[config.mk]
export PLATFORM = sky130hd
export DESIGN_NAME = jt053246_drsched
export DESIGN_NICKNAME = d
export VERILOG_FILES = /design/src/rtl/jt053246_pkg.sv /design/src/rtl/jt053246_drfifo.sv /design/src/rtl/jt053246_drsched.sv
export SDC_FILE = /design/constraint.sdc
export NUM_CORES = 1
export LEC_CHECK = 0
export BUFFER_PORTS_ARGS = -buffer_cell sky130_fd_sc_hd__buf_2
export CAP_MARGIN = 20
export CORE_MARGIN = 2
export CORE_UTILIZATION = 63
export CTS_BUF_LIST = sky130_fd_sc_hd__clkbuf_4
export DETAILED_ROUTE_END_ITERATION = 6
export PLACE_DENSITY = 0.83
export SYNTH_ARGS = -nofsm -noshare
export SYNTH_HDL_FRONTEND = slang
export SYNTH_SLANG_ARGS = --single-unit
[constraint.sdc]
create_clock -name clk -period 5.88 [get_ports clk]
set_input_delay 1.176 -clock clk [delete_from_list [all_inputs] [get_ports clk]]
set_output_delay 1.176 -clock clk [all_outputs]
set_load 0.01 [all_outputs]
[src/rtl/jt053246_pkg.sv]
// Shared types for the k053246 draw-command scheduler.
package jt053246_pkg;

  // One tile draw command as produced by the object-table scanner.
  // The listed fields add up to 52 bits; a spare MSB keeps the command word 53 bits wide.
  typedef struct packed {
    logic        spare;
    logic [15:0] code;
    logic [ 9:0] attr;
    logic        hflip;
    logic        vflip;
    logic [ 8:0] hpos;
    logic [ 3:0] ysub;
    logic [ 9:0] hzoom;
    logic        hz_keep;
  } drcmd_t;

  typedef enum logic [2:0] {
    IDLE,
    LOAD,
    START,
    ACK,
    BUSY
  } state_t;

  // cens spent in ACK without seeing dr_busy before the draw is taken as done
  localparam logic [1:0] ACK_TMO = 2'd2;

endpackage

[src/rtl/jt053246_drfifo.sv]
// Draw-command FIFO: dual-port storage, read/write pointers, occupancy count
// and a line-flush input that discards everything not yet popped.
module jt053246_drfifo
  import jt053246_pkg::*;
#(
  parameter int unsigned AW = 3
) (
  input  logic        rst,
  input  logic        clk,
  input  logic        cen,
  input  logic        push,
  input  logic        pop,
  input  logic        flush,
  input  drcmd_t      din,
  output drcmd_t      head,
  output logic [AW:0] cnt,
  output logic        full
);

  drcmd_t        mem [0:2**AW-1];
  logic [AW-1:0] wr_ptr;
  logic [AW-1:0] rd_ptr;
  logic [AW-1:0] rd_nx;

  assign rd_nx = rd_ptr + AW'(pop);
  assign head  = mem[rd_ptr];
  // count can reach exactly 2**AW, which is the only value with the MSB set
  assign full  = cnt[AW];

  // storage write port; a push that coincides with a flush is discarded
  always_ff @(posedge clk) begin
    if (cen && push && !flush) mem[wr_ptr] <= din;
  end

  // pointers and occupancy; a flush collapses the write pointer onto the
  // (possibly just advanced) read pointer so a same-cen pop still completes
  always_ff @(posedge clk, posedge rst) begin
    if (rst) begin
      wr_ptr <= '0;
      rd_ptr <= '0;
      cnt    <= '0;
    end else if (cen) begin
      rd_ptr <= rd_nx;
      if (flush) begin
        wr_ptr <= rd_nx;
        cnt    <= '0;
      end else begin
        wr_ptr <= wr_ptr + AW'(push);
        cnt    <= cnt + (AW+1)'(push) - (AW+1)'(pop);
      end
    end
  end

endmodule

[src/rtl/jt053246_drsched.sv]
// Draw-command scheduler between the k053246 scanner and the tile drawer.
// Buffers commands, issues them one at a time over dr_start/dr_busy and
// flushes queued commands at every hs rising edge.
// Optional build macro: JT053246_DROPCNT_EN enables the flushed-command counter.
module jt053246_drsched
  import jt053246_pkg::*;
#(
  parameter int unsigned AW = 3
) (
  input  logic        rst,
  input  logic        clk,
  input  logic        cen,
  input  logic        hs,
  input  logic        cmd_valid,
  output logic        cmd_ready,
  input  drcmd_t      cmd,
  output drcmd_t      dr_cmd,
  output logic        dr_start,
  input  logic        dr_busy,
  output logic        idle,
  output logic [15:0] drop_cnt
);

  state_t      state;
  logic [1:0]  ack_cnt;
  logic        hs_l;
  logic        hs_rise;
  logic        push;
  logic        pop;
  logic        flush;
  logic        full;
  logic        empty;
  logic [AW:0] cnt;
  drcmd_t      head;

  assign hs_rise   = hs & ~hs_l;
  assign flush     = cen & hs_rise;
  assign empty     = (cnt == '0);
  assign cmd_ready = ~full;
  assign push      = cen & cmd_valid & ~full;
  assign pop       = cen & (state == LOAD) & ~empty;

  jt053246_drfifo #(
    .AW (AW)
  ) u_fifo (
    .rst   (rst),
    .clk   (clk),
    .cen   (cen),
    .push  (push),
    .pop   (pop),
    .flush (flush),
    .din   (cmd),
    .head  (head),
    .cnt   (cnt),
    .full  (full)
  );

  // issue FSM with registered drawer outputs; IDLE does not leave on a
  // flushing cen, otherwise LOAD would find the FIFO already emptied
  always_ff @(posedge clk, posedge rst) begin
    if (rst) begin
      state    <= IDLE;
      dr_cmd   <= '0;
      dr_start <= 1'b0;
      ack_cnt  <= '0;
      hs_l     <= 1'b0;
      idle     <= 1'b1;
    end else if (cen) begin
      hs_l     <= hs;
      dr_start <= 1'b0;
      idle     <= empty && (state == IDLE);
      case (state)
        IDLE: begin
          if (!empty && !hs_rise) state <= LOAD;
        end
        LOAD: begin
          dr_cmd   <= head;
          dr_start <= 1'b1;
          state    <= START;
        end
        START: begin
          ack_cnt <= '0;
          state   <= ACK;
        end
        ACK: begin
          if (dr_busy)                        state   <= BUSY;
          else if (ack_cnt == ACK_TMO - 2'd1) state   <= IDLE;
          else                                ack_cnt <= ack_cnt + 2'd1;
        end
        BUSY: begin
          if (!dr_busy) state <= IDLE;
        end
        default: state <= IDLE;
      endcase
    end
  end

`ifdef JT053246_DROPCNT_EN
  logic [AW:0] drop_n;
  logic [16:0] drop_sum;

  // entries lost to a flush: whatever is queued, minus a same-cen pop, plus a same-cen push
  assign drop_n   = cnt - (AW+1)'(pop) + (AW+1)'(push);
  assign drop_sum = {1'b0, drop_cnt} + 17'(drop_n);

  // saturating accumulation of flushed commands
  always_ff @(posedge clk, posedge rst) begin
    if (rst)        drop_cnt <= '0;
    else if (flush) drop_cnt <= drop_sum[16] ? '1 : drop_sum[15:0];
  end
`else
  assign drop_cnt = '0;
`endif

endmodule

After elaboration in Yosys (flattened, before gate mapping) --
Memory sizes are Yosys's and may differ from the RTL's. A register that Yosys moved wholly into a read port is not among the register bits. Cells that the tools add are included.
Storage, ports and cells: memory bits (read-only) 0, register bits after elaboration 18, memories kept 1, input port bits 59, word-level logic and storage cells 59, memory bits (writable) 424, output and inout port bits 72, bits in latches 0
Memory list:
- u_fifo.mem | depth 8, width 53, rd ports 1, clocked after Yosys merged registers in 1, write ports 1, RTL line jt053246_drfifo.sv:20 | drcmd_t mem [0:2**AW-1];
Operators by class: muxes and demuxes 13, shifts and indexed selects 0, div/mod/pow operators 0, multipliers 0, reduce and logical (&&, ||, !) cells 13, $lt $le $gt $ge 0, eq/ne operators 10, add/subtract/negate cells 5, bitwise gates (word level) 9
Operator list (count):
- $mux W3 | 5
- $pmux W3 S5 | 1
- $reduce_and A4 Y1 | 2
- $add A3 B1 Y3 | 2
- $and A1 B1 Y1 | 6
- $eq A3 B2 Y1 const B | 2
- $ne A2 B2 Y1 const B | 3
- $add A4 B1 Y4 | 1
- $logic_and A1 B1 Y1 | 4
- $logic_not A4 Y1 | 1
- $mux W2 | 2
- $mux W4 | 1
- $pmux W2 S2 | 1
- $sub A4 B1 Y4 | 1
- $eq A3 B1 Y1 const B | 1
- $eq A3 B3 Y1 const B | 1
- $logic_not A1 Y1 | 3
- $logic_not A3 Y1 | 1
- $mux W1 | 3
- $ne A3 B3 Y1 const B | 1
- $not A1 Y1 | 3
- $add A2 B1 Y2 const B | 1
- $eq A2 B1 Y1 const B | 1
- $ne A2 B1 Y1 const B | 1
- 2 further kinds | 2

Logic depth before layout (Yosys ltp) --
depth in word-level cells 7, depth in mapped cells 12, gate-level depth less buffers 11

Modules after synthesis --
From an unflattened synthesis, not the netlist that was laid out.
Unflattened totals: cells, all modules 858, area total of the unflattened synthesis 19337.3 um^2
Modules (own cells, without submodules):
- jt053246_drfifo | instances 1, sequential area each 12982.5 um^2, cells an instance 686, area an instance 16573.4 um^2
- jt053246_drsched | instances 1, sequential area each 1527.7 um^2, cells an instance 172, area an instance 2763.9 um^2

Least setup slack after synthesis --
Ideal clock, no wire load.
kind in2reg, from input cen, to memory u_fifo.mem[1][0] in the netlist's numbering (enable), stages 4, arrival 5.335 ns, library setup time 0.529 ns, buffers on the path 1, path slack 0.016 ns, required time 5.351 ns, cell sequence buf_2 and3b_1 nand3_1 nor3_1
On the way: longest elaborated chain between the ends 6, elaborated cells between the ends (all ways) 8, those cells by class 2 x mux; 3 x bitwise; 3 x reduce/logical
RTL lines:
- start, declared | RTL line jt053246_drsched.sv:12 | input logic cen,
- $and A1 B1 Y1 (2 in a row) | RTL line jt053246_drsched.sv:40 | assign push = cen & cmd_valid & ~full;
- $logic_and A1 B1 Y1 | RTL line jt053246_drfifo.sv:32 | if (cen && push && !flush) mem[wr_ptr] <= din;
- $logic_and A1 B1 Y1 (*) | RTL line jt053246_drfifo.sv:32
- $mux W1 (*) | RTL line jt053246_drfifo.sv:32
- $mux W1 (not written as such) (*) | RTL line jt053246_drfifo.sv:32
- end, declared | RTL line jt053246_drfifo.sv:20
Mark *: on every way between the ends. The rest lies on a longest branch, timed or not.

Final worst setup path --
from input cen, to register u_fifo.cnt[3]
On the way: longest elaborated chain between the ends 5, elaborated cells between the ends (all ways) 8, those cells by class 2 x add/sub; 1 x mux; 5 x bitwise
RTL lines:
- $and A1 B1 Y1 (2 in a row) | RTL line jt053246_drsched.sv:40
- $add A4 B1 Y4 | RTL line jt053246_drfifo.sv:49 | cnt <= cnt + (AW+1)'(push) - (AW+1)'(pop);
- $sub A4 B1 Y4 | RTL line jt053246_drfifo.sv:49
- $mux W4 | RTL line jt053246_drfifo.sv:44 | if (flush) begin
- end signal, assigned | RTL line jt053246_drfifo.sv:49
- end, declared | RTL line jt053246_drfifo.sv:16 | output logic [AW:0] cnt,
Parallel ways exist; a longest one is shown, timed or not. A chain may end at the register's enable or synchronous reset.

==> reports/summary.md <==
## Status
• result of the run: completed

## Synth
• synth top area cells: sky130_fd_sc_hd__edfxtp_1 (65%), sky130_fd_sc_hd__dfrtp_1 (8.9%), sky130_fd_sc_hd__mux2_2 (6.4%), sky130_fd_sc_hd__mux2i_1 (5.5%), sky130_fd_sc_hd__o31ai_2 (3.1%)
• post-synthesis average cell area: 17.9 sq um
• area of the mapped netlist: 0.0196 sq mm
• number of synthesized flops with an enable pin: 424
• number of distinct standard cells referenced by the synthesized netlist: 44
• Async S/R FF share, synth: 14.3%
• total of flip-flops plus latches after synthesis: 495
• fraction of synthesized cell area taken by the top area cell type: 64.8%
• cell accounting for the most synthesized area: sky130_fd_sc_hd__edfxtp_1
• count of mapped cells out of synthesis: 1098
• proportion of synthesized chip area in sequential cells: 73.9%
• number of warning messages in the yosys log: 0
• top_reg_cell synth: sky130_fd_sc_hd__edfxtp_1

## Critical path
• critical path peak fanout: 41
• number of buffers and inverters on the critical path: 2
• minimum setup slack among reg-to-reg paths: 3.02 ns
• Critical Path, Cell by Cell: buf_2 > nand4bb_4 > nor2b_1 > ha_1 > inv_1 > ha_1 > a21o_1 > a2111o_1 > o221ai_1
• slowest stage cell on the critical path: sky130_fd_sc_hd__nand4bb_4
• crit start category: input pin
• reg2reg end: u_fifo.cnt[3]
• required time of the critical path: 6.52 ns
• Worst Reg2Reg Path Length in Cells: 8
• endpoint class of the critical path: flop
• cell type group with the largest total delay on the critical path: simple AND/OR/NAND/NOR gates
• library cell appearing most often on the critical path: sky130_fd_sc_hd__ha_1
• data arrival at the endpoint of the critical path: 3.78 ns
• Crit path largest cell delay: 0.69 ns
• worst reg2reg path startpoint: state[2]
• kind of critical path: in -> reg

## Timing
• Final setup violation count: 0
• number of pins exceeding their max-slew limit in the final report: 0
• count of endpoints failing hold in the final timing report: 0
• maximum frequency from static timing analysis: 318 MHz
• ratio of final minimum period to clock period: 53.5%
• Worst slew margin: 35.1%
• clock period minus final worst setup slack: 3.15 ns
• setup repair after global routing missed its margin: no
• final worst-path setup slack: 2.73 ns
• final total negative setup slack: 0 ns
• Max Clock Skew: 0.0584 ns
• actual transition at the worst max-transition pin: 0.973 ns

## Placed design
• Detailed Place HPWL: 21000 microns
• routability cong.: 0.722
• port bufs: 114
• Post-Place Setup Slack: 1.93 ns

## Floorplanning
• num ports: 131
• Die Y-Extent: 181 microns
• placement row count: 64
• area inside the core boundary: 0.0307 sq mm
• overall die width: 181 microns
• Initial Util: 64.0%
• overall die area: 0.0326 sq mm

## Clock network
• count of clock tree sinks: 495
• CTS Hold Bufs: 0
• buffer depth of the longest clock path: 3
• Root Buffer Master: sky130_fd_sc_hd__clkbuf_4
• clock insertion delay at the later pin of the skew report: 0.76 ns
• post-CTS setup buffers: 0
• H-tree depth reported by CTS: 3
• Post-CTS Resized: 0
• clock slew at reported path FFs: 0.07 ns
• TritonCTS clock tree: yes
• number of buffers created by CTS: 114

## Power and ir drop
• Power Density: 437 mW/mm^2
• leakage power total: 0.00817 uW
• maximum resistive drop on vdd: 285 uV

## Worst hold path
• type of the tightest min-delay check: in -> async

## Routing
• via count: 10.4k
• antenna violation net count after detailed routing: 0
• drt wl/cell: 20.9 microns
• number of iterations in the first detailed-routing pass: 6
• via-per-instance ratio: 5.86
• initial drt markers: 686
• WL final: 37100 microns
• DRC violation count after routing: 0

## Run
• max-cap violation count: 0

## Global routing
• Congestion Overflow GR: 0
• number of antenna violations at the first check in global routing: 5
• pin count of the biggest net entering global routing: 123
• first-pass GRT wire length: 58300 microns
• aggregate global-route resource usage: 23.0%
• via count of the first global-routing pass: 10.9k

## Final layout
• fill cell count: 1864
• number of nets in the final layout: 1356
• Area growth syn-to-layout: 12.2%
• share of layout cells above drive strength 1: 35.4%

==> metrics by stage <==
stage / util (%) / total power (uW) / std cells / hold WS [ns] / area (sq um)
4_1_cts: 71.6 / 9700 / 1776 / 0.485 / 22000
6_report: 71.8 / 9630 / 1781 / 0.426 / 22000
3_5_place_dp: 66.7 / 7000 / 1564 / 0.469 / 20500
5_1_grt: 71.8 / 10100 / 1780 / 0.386 / 22000
3_3_place_gp: 66.7 / 6910 / 1564 / 0.464 / 20500
2_1_floorplan: - / 6440 / 1113 / 0.479 / 19700
==> area by class of cell <==
| type | count | area (sq um) | area share (%) |
|---|---|---|---|
| diodes | 3 | 7.51 | 0.0341 |
| clock buffers | 161 | 1210 | 5.49 |
| clock inverters | 51 | 299 | 1.36 |
| inverters | 12 | 47.5 | 0.216 |
| multi-input cells | 527 | 4660 | 21.1 |
| flip-flops and latches | 495 | 14500 | 65.9 |
| well taps | 396 | 495 | 2.25 |
| repair buffers | 136 | 801 | 3.64 |
==> cells in the mapped netlist (all sizes together) (2+ instances only) <==
cell type,number
clkbuf,20
nand2,64
nand3,5
a21oi,4
nand2b,5
mux2i,107
a22o,53
a31oi,2
nor3,4
o21ai,8
buf,59
edfxtp,424
o31ai,55
inv,12
nor2b,3
dfrtp,70
ha,10
nor2,10
xor2,2
mux2,111
o22ai,53
==> cell families after synthesis <==
group	count (synthesis)	synth area share, %
flip-flops	495	73.9
multiplexers	218	11.8
AO/OA/AOI/OAI	181	8.03
AND/OR/NAND/NOR	98	2.21
buffers and inverters	91	3.15
adder cells (fa/ha/maj)	11	0.739
XOR/XNOR	3	0.134
other	1	0.0191
==> cell usage in the layout (no fill, tap or decap), types with 3 or more instances in the layout <==
cell,Yosys,final
sky130_fd_sc_hd__a21oi_1,4,4
sky130_fd_sc_hd__a22o_1,53,53
sky130_fd_sc_hd__buf_2,15,114
sky130_fd_sc_hd__buf_4,24,18
sky130_fd_sc_hd__bufinv_16,0,3
sky130_fd_sc_hd__clkbuf_4,0,161
sky130_fd_sc_hd__clkinv_1,0,36
sky130_fd_sc_hd__clkinv_2,0,8
sky130_fd_sc_hd__conb_1,1,16
sky130_fd_sc_hd__dfrtp_1,70,69
sky130_fd_sc_hd__diode_2,0,3
sky130_fd_sc_hd__edfxtp_1,424,424
sky130_fd_sc_hd__ha_1,10,10
sky130_fd_sc_hd__inv_1,12,11
sky130_fd_sc_hd__mux2_2,111,111
sky130_fd_sc_hd__mux2i_1,107,107
sky130_fd_sc_hd__nand2_1,64,63
sky130_fd_sc_hd__nand2b_1,5,4
sky130_fd_sc_hd__nand3_1,5,5
sky130_fd_sc_hd__nor2_1,10,3
sky130_fd_sc_hd__nor2_4,0,7
sky130_fd_sc_hd__o21ai_0,8,8
sky130_fd_sc_hd__o22ai_1,53,53
sky130_fd_sc_hd__o31ai_1,6,6
sky130_fd_sc_hd__o31ai_2,49,49
==> how the worst max path moves through the flow <==
| stage | from | slack [ns] | depth (start not counted) | to |
|---|---|---|---|---|
| floorplan | cen | 0.02 | 4 | u_fifo.mem[1][0] |
| global placement | cen | 1.98 | 10 | u_fifo.cnt[2] |
| detailed placement | cen | 1.93 | 9 | u_fifo.cnt[1] |
| CTS | cen | 2.76 | 9 | u_fifo.cnt[3] |
| global route | cen | 2.47 | 9 | u_fifo.cnt[3] |
| finish | cen | 2.73 | 9 | u_fifo.cnt[3] |
==> layer usage <==
| metal | wire (microns) | GRT usage, % | vias to the layer above | share of wire [%] |
|---|---|---|---|---|
| met3 | 2090 | 5.36 | 60 | 5.6 |
| li1 | - | - | 4755 | - |
| met1 | 15300 | 29.3 | 5243 | 41 |
| met2 | 19000 | 38.7 | 366 | 51 |
| met5 | 30 | 0 | - | 0.081 |
| met4 | 803 | 8.58 | 4 | 2.2 |
==> report_power, final <==
part / switching, uW / total [uW] / internal (uW)
registers: 257 / 4400 / 4140
clock network: 1300 / 2710 / 1410
logic: 1400 / 2530 / 1130
==> flip-flops by register name, indices dropped and copies added, names as in the netlist <==
name / flops
u_fifo.wr_ptr: 3
idle: 1
ack_cnt: 2
u_fifo.cnt: 4
dr_start: 1
hs_l: 1
u_fifo.mem: 424
dr_cmd: 53
u_fifo.rd_ptr: 3
state: 3
(Power assumes the default switching activity.)
